File: src/rtl/seven_seg_scan_ctrl_if.sv
`default_nettype none
// ============================================================================
//  Module      : seven_seg_scan_ctrl_if
//  Description : Bundle between the digit source (switch/count logic) and
//                the seven-segment scan controller.
//                  en          display enable (low blanks both anodes)
//                  digit0      hex value for digit 0 (right)
//                  digit1      hex value for digit 1 (left)
//                  s           hex code to the shared decoder
//                  an          active-low anode enables, an[0] = digit 0
//                  frame_tick  one-cycle pulse on the first cycle of a frame
//                master : the digit source side
//                slave  : the scan controller side
//  Revision    : 1.0 - initial release
// ============================================================================
interface seven_seg_scan_ctrl_if;
  logic       en;
  logic [3:0] digit0;
  logic [3:0] digit1;
  logic [3:0] s;
  logic [1:0] an;
  logic       frame_tick;

  modport master (
    output en,
    output digit0,
    output digit1,
    input  s,
    input  an,
    input  frame_tick
  );

  modport slave (
    input  en,
    input  digit0,
    input  digit1,
    output s,
    output an,
    output frame_tick
  );
endinterface
`default_nettype wire

File: src/rtl/seven_seg_scan_ctrl.sv
`default_nettype none
// ============================================================================
//  Module      : seven_seg_scan_ctrl
//  Description : Time-multiplexed scan controller for two common-anode
//                seven-segment digits sharing one hex decoder. Cycles
//                SHOW0 -> BLANK0 -> SHOW1 -> BLANK1, blanking both anodes
//                between digits to prevent ghosting. Both digit values are
//                captured together at the start of each frame so a
//                displayed pair never tears.
//  Ports       : clk      system clock, rising edge
//                reset_n  asynchronous active-low reset
//                bus      seven_seg_scan_ctrl_if.slave
//                           en, digit0, digit1 in; s, an, frame_tick out
//  Parameters  : DWELL_CYCLES  cycles each digit is lit per frame (>= 1)
//                BLANK_CYCLES  cycles of blanking between digits (0 = none)
//  Revision    : 1.0 - initial release
// ============================================================================
module seven_seg_scan_ctrl #(
  parameter int DWELL_CYCLES = 24000,
  parameter int BLANK_CYCLES = 240
) (
  input  wire logic            clk,
  input  wire logic            reset_n,
  seven_seg_scan_ctrl_if.slave bus
);

  // --------------------------------------------------------------------------
  // Constants
  // --------------------------------------------------------------------------
  localparam int MAX_LEN = (DWELL_CYCLES > BLANK_CYCLES) ? DWELL_CYCLES
                                                         : BLANK_CYCLES;
  localparam int CW      = $clog2(MAX_LEN + 1);

  localparam logic [CW-1:0] DWELL_LAST = CW'(DWELL_CYCLES - 1);
  // Unused when blanking is disabled; tied to zero to stay well defined.
  localparam logic [CW-1:0] BLANK_LAST = (BLANK_CYCLES > 0) ? CW'(BLANK_CYCLES - 1)
                                                            : {CW{1'b0}};

  localparam logic [1:0] SHOW0  = 2'd0;
  localparam logic [1:0] BLANK0 = 2'd1;
  localparam logic [1:0] SHOW1  = 2'd2;
  localparam logic [1:0] BLANK1 = 2'd3;

  // Reset parks the FSM in the phase just before SHOW0 so the first frame
  // starts after one full blank (or dwell, without blanking) interval.
  localparam logic [1:0] RESET_STATE = (BLANK_CYCLES > 0) ? BLANK1 : SHOW1;

  localparam logic [1:0] AN_OFF  = 2'b11;
  localparam logic [1:0] AN_DIG0 = 2'b10;
  localparam logic [1:0] AN_DIG1 = 2'b01;

  // --------------------------------------------------------------------------
  // State
  // --------------------------------------------------------------------------
  logic [1:0]    r_state;
  logic [CW-1:0] r_cnt;
  logic [3:0]    r_lat1;
  // r_s doubles as the digit-0 latch: it is loaded with digit0 on entry to
  // SHOW0 and holds until SHOW1, so no separate lat0 register is needed.
  logic [3:0]    r_s;
  // Anode pattern the phase calls for, ignoring en. Kept separately so that
  // re-asserting en restores the right pattern mid-phase.
  logic [1:0]    r_pattern;
  logic [1:0]    r_an;
  logic          r_frame_tick;

  // --------------------------------------------------------------------------
  // Next-state logic
  // --------------------------------------------------------------------------
  logic          w_is_show;
  logic          w_phase_last;
  logic [1:0]    w_next_state;
  logic [1:0]    w_state_d;
  logic [CW-1:0] w_cnt_d;
  logic          w_enter_show0;
  logic          w_enter_show1;
  logic [1:0]    w_pattern_d;
  logic [1:0]    w_an_d;
  logic [3:0]    w_s_d;

  assign w_is_show    = (r_state == SHOW0) || (r_state == SHOW1);
  assign w_phase_last = w_is_show ? (r_cnt == DWELL_LAST)
                                  : (r_cnt == BLANK_LAST);

  generate
    if (BLANK_CYCLES > 0) begin : g_blank
      always_comb begin
        w_next_state = SHOW0;
        case (r_state)
          SHOW0:   w_next_state = BLANK0;
          BLANK0:  w_next_state = SHOW1;
          SHOW1:   w_next_state = BLANK1;
          default: w_next_state = SHOW0;
        endcase
      end
    end else begin : g_no_blank
      // BLANK states are unreachable; ping-pong between the two SHOW states.
      always_comb begin
        w_next_state = SHOW0;
        case (r_state)
          SHOW0:   w_next_state = SHOW1;
          default: w_next_state = SHOW0;
        endcase
      end
    end
  endgenerate

  assign w_state_d     = w_phase_last ? w_next_state : r_state;
  assign w_cnt_d       = w_phase_last ? {CW{1'b0}} : (r_cnt + 1'b1);
  assign w_enter_show0 = w_phase_last && (w_next_state == SHOW0);
  assign w_enter_show1 = w_phase_last && (w_next_state == SHOW1);

  // Output next values. Everything changes on the transition edge only,
  // except an, which additionally follows en with one cycle of latency.
  always_comb begin
    w_pattern_d = r_pattern;
    w_s_d       = r_s;
    if (w_enter_show0) begin
      w_pattern_d = AN_DIG0;
      w_s_d       = bus.digit0;
    end else if (w_enter_show1) begin
      w_pattern_d = AN_DIG1;
      w_s_d       = r_lat1;
    end else if (w_phase_last) begin
      w_pattern_d = AN_OFF;
    end
  end

  // Only 10, 01 or 11 can ever be produced, so both anodes are never low.
  assign w_an_d = bus.en ? w_pattern_d : AN_OFF;

  // --------------------------------------------------------------------------
  // Registers
  // --------------------------------------------------------------------------
  always_ff @(posedge clk or negedge reset_n) begin
    if (!reset_n) begin
      r_state      <= RESET_STATE;
      r_cnt        <= {CW{1'b0}};
      r_lat1       <= 4'h0;
      r_s          <= 4'h0;
      r_pattern    <= AN_OFF;
      r_an         <= AN_OFF;
      r_frame_tick <= 1'b0;
    end else begin
      r_state      <= w_state_d;
      r_cnt        <= w_cnt_d;
      r_s          <= w_s_d;
      r_pattern    <= w_pattern_d;
      r_an         <= w_an_d;
      r_frame_tick <= w_enter_show0;
      // Digit 1 is captured together with digit 0 so the pair never tears.
      if (w_enter_show0) begin
        r_lat1 <= bus.digit1;
      end
    end
  end

  assign bus.s          = r_s;
  assign bus.an         = r_an;
  assign bus.frame_tick = r_frame_tick;

endmodule
`default_nettype wire

File: src/flat_wrapper.sv
// flat-port wrapper written by rule: the top's interface ports become plain ports
module seven_seg_scan_ctrl_flat 
#(
  parameter int DWELL_CYCLES = 24000,
  parameter int BLANK_CYCLES = 240
)
  (clk, reset_n, bus_en, bus_digit0, bus_digit1, bus_s, bus_an, bus_frame_tick);
  seven_seg_scan_ctrl_if bus_i ();
  input  wire logic clk;
  input  wire logic reset_n;
  input wire logic [$bits(bus_i.en)-1:0] bus_en;
  input wire logic [$bits(bus_i.digit0)-1:0] bus_digit0;
  input wire logic [$bits(bus_i.digit1)-1:0] bus_digit1;
  output wire logic [$bits(bus_i.s)-1:0] bus_s;
  output wire logic [$bits(bus_i.an)-1:0] bus_an;
  output wire logic [$bits(bus_i.frame_tick)-1:0] bus_frame_tick;
  assign bus_i.en = bus_en;
  assign bus_i.digit0 = bus_digit0;
  assign bus_i.digit1 = bus_digit1;
  assign bus_s = bus_i.s;
  assign bus_an = bus_i.an;
  assign bus_frame_tick = bus_i.frame_tick;
  seven_seg_scan_ctrl #(.DWELL_CYCLES(DWELL_CYCLES), .BLANK_CYCLES(BLANK_CYCLES)) u_core (.clk(clk), .reset_n(reset_n), .bus(bus_i));
endmodule
File: config.mk
export PLATFORM = sky130hd
export DESIGN_NAME = seven_seg_scan_ctrl_flat
export DESIGN_NICKNAME = d
export VERILOG_FILES = /design/src/rtl/seven_seg_scan_ctrl_if.sv /design/src/rtl/seven_seg_scan_ctrl.sv /design/src/flat_wrapper.sv
export SDC_FILE = /design/constraint.sdc
export NUM_CORES = 1
export LEC_CHECK = 0
export BUFFER_PORTS_ARGS = -buffer_cell sky130_fd_sc_hd__buf_4
export CORE_MARGIN = 4
export CORE_UTILIZATION = 61
export DETAILED_ROUTE_END_ITERATION = 10
export HOLD_SLACK_MARGIN = 0.03
export PLACE_DENSITY = 0.89
export SLEW_MARGIN = 20
export SYNTH_ARGS = -nofsm -noshare
export SYNTH_HDL_FRONTEND = slang
export SYNTH_SLANG_ARGS = --single-unit
File: constraint.sdc
create_clock -name clk -period 4.6 [get_ports clk]
set_input_delay 0.92 -clock clk [delete_from_list [all_inputs] [get_ports clk]]
set_output_delay 0.92 -clock clk [all_outputs]
set_load 0.05 [all_outputs]
# == Yosys cells after proc, flatten, opt, wreduce, memory -nomap -nowiden ==
# Cells that the tools add are included.
# Widths: inputs -> output; s select.
# word_totals
inputBits,11
output_inout_bits,7
register_bits,30
# classes
n_addsub,1
mux,9
eq_ne,5
n_reduce_logical,6
# ops
cell,n
$add 15x1->15 const B,1
$eq 15x15->1 const B,1
$eq 15x8->1 const B,1
$mux 15,1
$mux 2,4
$mux 4,2
$pmux 2 s3,1
$eq 2x2->1 const B,2
$logic_not 2->1,2
$eq 2x1->1 const B,1
$logic_and 1x1->1,2
$reduce_bool 2->1,1
$logic_or 1x1->1,1
$mux 1,1

# == Longest topological paths before layout ==
# Gate-level depths: netlist (run 1).
# logic_depth
ltp_word,7
mapped_depth,7

# == Worst setup path before layout (run 1) ==
# Ideal clock, no wire load.
# synth_timing
kind,register to register
start,reg u_core.r_cnt[10]
end,"reg u_core.r_s[0], in the netlist u_core.bus.s[0]"
arrival_ns,2.024
period_less_slack_ns,2.148
setup_ns,0.125
stages_incl_launch_ff,5
slack_ns,2.452
path_cell_list,dfrtp_1 or4_4 o31a_4 nor4b_4 mux2_2
# synth_via
elab_chain_cells,4
# synth_rtl
item,line,text
"start, declared",seven_seg_scan_ctrl.sv:56,logic [CW-1:0] r_cnt;
"start signal, assigned",seven_seg_scan_ctrl.sv:138,r_cnt <= {CW{1'b0}};
"start signal, assigned",seven_seg_scan_ctrl.sv:146,r_cnt <= w_cnt_d;
$eq 15x8->1 or $eq 15x15->1 (tied branches),"seven_seg_scan_ctrl.sv:83, seven_seg_scan_ctrl.sv:82",
$mux 1 *,seven_seg_scan_ctrl.sv:82,assign w_phase_last = w_is_show ? (r_cnt == DWELL_LAST)
$logic_and 1x1->1 (on tied branches),"seven_seg_scan_ctrl.sv:110, seven_seg_scan_ctrl.sv:111",
$mux 4 or $reduce_bool 2->1 (tied branches),-,
"end signal, assigned",seven_seg_scan_ctrl.sv:147,r_s <= w_s_d;
"end, declared",seven_seg_scan_ctrl.sv:60,logic [3:0] r_s;
# Every way passes the cells marked *; elsewhere a longest branch is shown, timed or not.
# A chain may end at the register's enable or synchronous reset.

# == Worst setup path after layout (run 1) ==
# layout_timing
start,reg u_core.r_cnt[10]
end,reg u_core.r_state[1]
# layout_via
elab_chain_cells,2
# layout_rtl
item,line,text
$eq 15x8->1 or $eq 15x15->1 (tied branches),"seven_seg_scan_ctrl.sv:83, seven_seg_scan_ctrl.sv:82",
$mux 1 *,seven_seg_scan_ctrl.sv:82,
"end signal, assigned",seven_seg_scan_ctrl.sv:145,r_state <= w_state_d;
"end, declared",seven_seg_scan_ctrl.sv:55,logic [1:0] r_state;
# Marked as above.

==> impl_metrics.toml, run 1 <==
[synthesis]
synth-main-ff-cell = "dfrtp_1"
syn_area_sq_um = 1500
synth-seq-cells = 30
yosysTopAreaCell = "dfrtp_1"
yosysWarnings = 0
synth_async_sr_flop_share_pct = 100.0
avgSynthCellArea_sq_um = 11.81
yosysMostFrequentCell = "dfrtp_1"
postSynthCellCount = 127
synthDistinctLibCells = 33
synth_common_cells = "24 x dfrtp_1, 13 x mux2_2, 13 x nor2_1"
synth-edff-count = 0
seq_area_frac_synth_pct = 50.54
synth_nets = 143
synth_top_area_share_pct = 40.03
ys_top_cells_by_area = "dfrtp_1 40%, dfstp_2 11%, mux2_2 9.8%"

[clock_network]
clkTransAtPathRegs_ps = 90
numCtsBuffers = 5
post_cts_buffers = 0
cts_max_level = 2
clock_sinks = 30
hold_buffers = 0
root_buffer = "clkbuf_4"
cts.path.max_buffers = 2
clk_latency_ps = 340
cts_tree = "built"
cts_resized = 0

[power]
internal_power_mw = 0.3463
combPwrFrac_pct = 3.8
powerDensity_nw_per_um2 = 261.1
p_seq_share_pct = 59.6
leakagePower_nw = 0.7763
max-vdd-ir-drop_uv = 226.4
pwr-share-clk_pct = 36.6
swShare_pct = 22.29
power_mw = 0.4457
p_sw_mw = 0.09933

[final_layout]
utilization_pct = 74.99
nFillCells = 147
diodes = 0
layout.nets = 163
multi_input_area_sq_um = 703.2
drive_gt1_share_pct = 33.11
area_delta_synth_final_pct = 13.76
seqCellArea_sq_um = 758.2

[sta]
rsz0062_at_grt = "no"
setup_viol = 0
slew_headroom_pct = 58.10
hold_ws_ps = 451.7
finalWorstSetupSlack_ps = 2215
post-route-min-period_ps = 2385
worst_slew_pin_slew_ps = 626.5
finalSetupTns_ps = 0
fin_crit_sh_pct = 51.85
slew_violations = 0
finalClockSkew_ps = 5.486
finalHoldViolations = 0
fmax_ghz = 0.4192

[die]
die_h_um = 57.59
dieArea_sq_um = 3317
fp.coreArea_sq_um = 2276
ios = 18
initial_core_util_pct = 65.92
die_w_um = 57.59
rows = 17

[run_status]
status = "finished clean"

[drt]
drt_pass1_iterations = 4
vias = 1022
wirelength_um = 2617
vias_per_cell = 5.807
ant_nets = 0
routedWlPerCell_um = 14.87
drc = 0
drt-initial-drc-count = 21

[global_routing]
grt_first_pass_wirelength_um = 4767
antenna_found_initial = 0
grt_pass1_vias = 1054
grt_max_degree = 31
grt_remaining_overflow = 0
grt_usage_pct = 19.60

[critical_path]
path_cells = "or4_4 -> o31a_4 -> nor3_4 -> mux2_2"
critPathArrivalTime_ps = 2650
cp-end-kind = "register"
required_ps = 4870
critical_path_class = "reg -> reg"
start_kind = "register"
crit_fanout = 17
slowest_stage = "or4_4"
slowest_delay_ps = 570

[placed_design]
place_hpwl_um = 1925
portBuffers = 17
place_worst_setup_slack_ps = 2236
gp_congestion = 0.8843

[worst_hold_path]
hp-class = "reg -> reg"

[run]
cap_violations = 0
## through the flow
stage               instance area [sq um]  instances
detailed placement                   1647        168
global placement                     1647        168
floorplan                            1500        127
finish                               1707        176
global route                         1707        176
CTS                                  1707        176
## path summary, 6_finish.rpt
path                             startpoint                end  slack [ps]  cells past startpoint
max                        u_core.r_cnt[10]  u_core.r_state[1]        2210                      4
min                         u_core.r_cnt[0]    u_core.r_cnt[0]         450                      1
max reg2reg                u_core.r_cnt[10]  u_core.r_state[1]        2210                      4
min reg2reg                 u_core.r_cnt[0]    u_core.r_cnt[0]         450                      1
max in group asynchronous           reset_n  u_core.r_state[1]        3800                      1
min in group asynchronous           reset_n   u_core.r_cnt[10]         490                      1
## cell usage in the layout (no fill, tap or decap), drive strengths merged, types with 2 or more instances in the layout
cell type   n
xor2        9
dfrtp      24
nand2       3
or4         2
nor4        2
buf        17
inv         6
nor2       13
nand4       7
a21oi       3
dfstp       6
and4        3
nor2b       2
nand2b      2
mux2       13
o21a        2
and2        2
and3        3
nand3       4
ha          5
xnor2       3
clkbuf      7
## power groups by stage
stage / Combinational, mW / Sequential [mW] / Clock (mW)
2_1_floorplan: 0.00109 / 0.274 / 0
3_3_place_gp: 0.0173 / 0.271 / 0
3_5_place_dp: 0.0177 / 0.271 / 0
4_1_cts: 0.0177 / 0.266 / 0.170
5_1_grt: 0.0190 / 0.266 / 0.181
6_report: 0.0172 / 0.266 / 0.163
## critical path, delay by kind of cell (launching register included)
| kind | cells | cell delay, ps |
|---|---|---|
| AO/OA/AOI/OAI | 1 | 390 |
| flip-flops | 1 | 450 |
| multiplexers | 1 | 400 |
| AND/OR/NAND/NOR | 2 | 1070 |
## cell type report
class / count / area share (%)
multi-input combinational: 87 / 41.20
clock inverter: 1 / 0.2933
inverter: 6 / 1.320
tap: 28 / 2.053
sequential: 30 / 44.43
timing repair buffer: 17 / 7.478
clock buffer: 7 / 3.226
## sequential cells by signal, indices dropped and copies added (netlist names)
register,count
u_core.bus.an,2
u_core.bus.frame_tick,1
u_core.bus.s,4
u_core.r_cnt,15
u_core.r_lat1,4
u_core.r_pattern,2
u_core.r_state,2
## kinds of logic after synthesis
kind of cell	synth area share [%]
simple gates	20.10
flops	50.54
mux	9.758
xor+xnor	7.006
compound gates	5.839
buf+inv	2.585
fa+ha+maj	4.170
## per-layer routing
layer | GRT usage [%] | wire [um] | vias up
li1 | - | - | 488
met1 | 23.80 | 1179 | 501
met2 | 29.35 | 1193 | 21
met3 | 5.430 | 126 | 12
met4 | 14.90 | 117 | 0
met5 | 0 | 0 | -
Note: power is estimated with default switching activity, not from simulation.
==> inputs of run 2 (changes only) <==
CORE_UTILIZATION = 51   (was 61)
PLACE_DENSITY = 0.8   (was 0.89)
clock period = 2.1 ns   (was 4.6 ns; I/O delays follow)
==> impl_metrics.toml, run 2 (synthesis results as in run 1) <==
[clock_network]
root_buffer = "clkbuf_4"
clk_latency_ps = 340
cts_tree = "built"
cts.path.max_buffers = 2
clkTransAtPathRegs_ps = 100
cts_max_level = 2
numCtsBuffers = 5
clock_sinks = 30

[power]
max-vdd-ir-drop_uv = 481.6
powerDensity_nw_per_um2 = 534.6
power_mw = 0.9805
leakagePower_nw = 0.8506

[final_layout]
final_common_cell = "buf_4"
diodes = 0
utilization_pct = 65.95
layout_common_cells = "28 x buf_4, 24 x dfrtp_1, 13 x nor2_1, 9 x xor2_1, 9 x mux2_2"
area_delta_synth_final_pct = 22.27
layout.nets = 176
largest_reg_flops = 15
drive_gt1_share_pct = 38.51
top_register = "u_core.r_cnt"

[critical_path]
crit_fanout = 5
critPathArrivalTime_ps = 2320
start_kind = "register"
critical_path_class = "reg -> reg"
cp-end-kind = "register"
required_ps = 2330

[sta]
fmax_ghz = 0.4799
post-route-min-period_ps = 2084
hold_ws_ps = 285.9
setup_viol = 0
slew_violations = 0
finalHoldViolations = 0
slew_headroom_pct = 74.31
finalClockSkew_ps = 16.40
rsz0062_at_grt = "yes"
worst_slew_pin_slew_ps = 385.4
fin_crit_sh_pct = 99.22

[die]
fp.coreArea_sq_um = 2781
initial_core_util_pct = 53.94
die_w_um = 62.24
dieArea_sq_um = 3873
ios = 18
rows = 19
die_h_um = 62.24

[drt]
drt-initial-drc-count = 40
drc = 0
drt_pass1_iterations = 4
wirelength_um = 3058
ant_nets = 0
vias = 1089
routedWlPerCell_um = 15.93
vias_per_cell = 5.672

[global_routing]
grt_usage_pct = 17.45
grt_first_pass_wirelength_um = 5382
grt_max_degree = 31
antenna_found_initial = 0
grt_remaining_overflow = 0
grt_pass1_vias = 1149

[placed_design]
portBuffers = 17
gp_congestion = 0.8058
place_hpwl_um = 2251

[run_status]
status = "finished clean"

[run]
cap_violations = 0

[worst_hold_path]
hp-class = "in -> reg"
## run 2: per-layer routing
metal	share of wire, %	track usage, %	up-vias
li1	-	-	511
met1	42	21.58	553
met2	52	28.50	21
met3	4.5	5.225	4
met4	1.4	6.504	0
met5	0	0	-
## run 2: where the power goes
group | total (mW) | internal, mW | switching (mW)
registers | 0.582 | 0.581 | 0.000550
logic | 0.0394 | 0.0169 | 0.0224
clock network | 0.359 | 0.162 | 0.197
total | 0.981 | 0.760 | 0.220
## run 2: worst max-delay path: stages (launching register included)
cell	delay (ps)
dfrtp_1	390
or4_4	540
o31a_4	320
nor4b_4	260
buf_6	160
mux2_4	300
## run 2: path summary, 6_finish.rpt
check / start / to / slack [ps] / depth (start not counted)
max in group asynchronous: reset_n / u_core.r_pattern[1] / 1240 / 2
worst min-delay path: bus_en / u_core.bus.an[1] / 290 / 2
worst max register to register: u_core.r_cnt[14] / u_core.bus.s[1] / 20 / 5
min in group asynchronous: reset_n / u_core.r_lat1[2] / 540 / 2
worst max-delay path: u_core.r_cnt[14] / u_core.bus.s[1] / 20 / 5
worst min register to register: u_core.r_cnt[0] / u_core.r_cnt[0] / 460 / 1
## run 2: per-stage QoR
| step | setup TNS, ps | worst slack, ps | std cells | cell area (sq um) |
|---|---|---|---|---|
| 3_5_place_dp | -32.15 | -17.82 | 180 | 1738 |
| 3_3_place_gp | 0 | 26.35 | 180 | 1738 |
| 6_report | 0 | 16.28 | 192 | 1834 |
| 5_1_grt | -155.5 | -45.10 | 192 | 1834 |
| 2_1_floorplan | -110.4 | -27.61 | 127 | 1520 |
| 4_1_cts | -69.53 | -26.55 | 192 | 1831 |
## run 2: final cells by class
cell class                      instances  area (sq um)
Clock buffer                            7         55.05
Clock inverter                          1         5.005
Fill cell                             212         947.2
Inverter                                6         22.52
Multi-Input combinational cell         87         723.2
Sequential cell                        30         758.2
Tap cell                               31         38.79
Timing Repair Buffer                   30         231.5
## run 2: what timing repair did
action / 4_1_cts / 5_1_grt
hold buffers: 1 / 0
endpoints found under the setup margin: 8 / 4
resized for setup: 0 / 1
buffers inserted: 3 / 0
pin swaps: 0 / 0
endpoints found under the hold margin: 24 / 0
==> inputs of run 3 (changes only) <==
CORE_UTILIZATION = 61   (was 51)
PLACE_DENSITY = 0.89   (was 0.8)
clock period = 2.5 ns   (was 2.1 ns; I/O delays follow)
==> impl_metrics.toml, run 3 (synthesis results as in run 1) <==
[final_layout]
final_common_cell = "dfrtp_1"
area_delta_synth_final_pct = 14.26
layout_common_cells = "24 x dfrtp_1, 18 x buf_4, 13 x nor2_1, 13 x mux2_2, 9 x xor2_1"
diodes = 0
largest_reg_flops = 15
stdcell_area_sq_um = 1714
layout.nets = 164
drive_gt1_share_pct = 33.56
top_register = "u_core.r_cnt"

[die]
die_h_um = 57.59
rows = 17
initial_core_util_pct = 65.92
ios = 18
die_w_um = 57.59
dieArea_sq_um = 3317
fp.coreArea_sq_um = 2276

[critical_path]
critPathArrivalTime_ps = 2480
cp-end-kind = "register"
start_kind = "register"
required_ps = 2690
slowest_delay_ps = 570
crit_fanout = 7
slowest_stage = "or4_4"
cpLargestDelayFamily = "simple AND/OR/NAND/NOR gates"
path_buf_inv = 0
critical_path_class = "reg -> reg"
path_cells = "or4_4 -> o31a_4 -> nor4b_4 -> mux2_2"

[drt]
routedWlPerCell_um = 15.25
drc = 0
drt-initial-drc-count = 16
vias_per_cell = 5.633
drt_pass1_iterations = 4
wirelength_um = 2699
ant_nets = 0
vias = 997

[power]
max-vdd-ir-drop_uv = 424.1
p_seq_share_pct = 60.3
swShare_pct = 21.35
p_sw_mw = 0.1731
pwr-share-clk_pct = 35.8
leakagePower_nw = 0.7818
powerDensity_nw_per_um2 = 472.9
internal_power_mw = 0.6376
combPwrFrac_pct = 3.9
power_mw = 0.8107

[sta]
fin_crit_sh_pct = 91.60
setup_viol = 0
fmax_ghz = 0.4367
hold_ws_ps = 86.41
post-route-min-period_ps = 2290
slew_headroom_pct = 74.04
slew_violations = 0
finalHoldViolations = 0
rsz0062_at_grt = "no"
finalClockSkew_ps = 12.99
worst_slew_pin_slew_ps = 386.5
finalSetupTns_ps = 0

[worst_hold_path]
hp-class = "in -> async"

[run]
cap_violations = 0

[clock_network]
cts_max_level = 2
clock_sinks = 30
post_cts_buffers = 0
clk_latency_ps = 320
cts_resized = 0
cts_tree = "built"
hold_buffers = 0
root_buffer = "clkbuf_4"
clkTransAtPathRegs_ps = 100
numCtsBuffers = 5
cts.path.max_buffers = 2

[global_routing]
grt_max_degree = 31
grt_first_pass_wirelength_um = 4823
grt_usage_pct = 19.00
grt_remaining_overflow = 0
grt_pass1_vias = 1080
antenna_found_initial = 0

[placed_design]
gp_congestion = 0.8564
portBuffers = 17
postPlaceCellArea_sq_um = 1654
place_hpwl_um = 2026

[run_status]
status = "finished clean"
## run 3: path summary, 6_finish.rpt
path                            cells after the start               endpoint  slack (ps)             start
worst max-delay path                                4        u_core.bus.s[0]         210  u_core.r_cnt[10]
min in group clk                                    2       u_core.bus.an[1]         400            bus_en
worst max register to register                      4        u_core.bus.s[0]         210  u_core.r_cnt[10]
worst min register to register                      1        u_core.r_cnt[0]         460   u_core.r_cnt[0]
max in group asynchronous                           1       u_core.bus.an[1]        2080           reset_n
worst min-delay path                                1  u_core.bus.frame_tick          90           reset_n
## run 3: metal layers
layer	wire length (um)	vias up	share of wire [%]	global-route usage, %
li1	-	487	-	-
met1	1248	487	46	24.85
met2	1299	17	48	29.68
met3	103	6	3.8	5.882
met4	46	0	1.7	6.954
met5	0	-	0	0
## run 3: power by group through the flow
stage / clock network (mW) / logic [mW] / registers (mW)
2_1_floorplan: 0 / 0.00200 / 0.504
3_3_place_gp: 0 / 0.0315 / 0.498
3_5_place_dp: 0 / 0.0328 / 0.498
4_1_cts: 0.296 / 0.0328 / 0.489
5_1_grt: 0.320 / 0.0352 / 0.489
6_report: 0.290 / 0.0320 / 0.489
## run 3: layout make-up
type                       instances  area, sq um
fill                             150        561.8
sequential                        30        758.2
timing repair buffer              18        135.1
multi-input combinational         87        703.2
tap                               28        35.03
inverter                           6        22.52
clock buffer                       7        55.05
clock inverter                     1        5.005
## run 3: metrics by stage
stage               std cells  utilization, %  setup WS [ps]
finish                    177           75.32          210.0
floorplan                 127               -          351.5
global route              177           75.32          83.15
detailed placement        169           72.68          227.1
global placement          169           72.68          298.8
CTS                       177           75.32          214.3
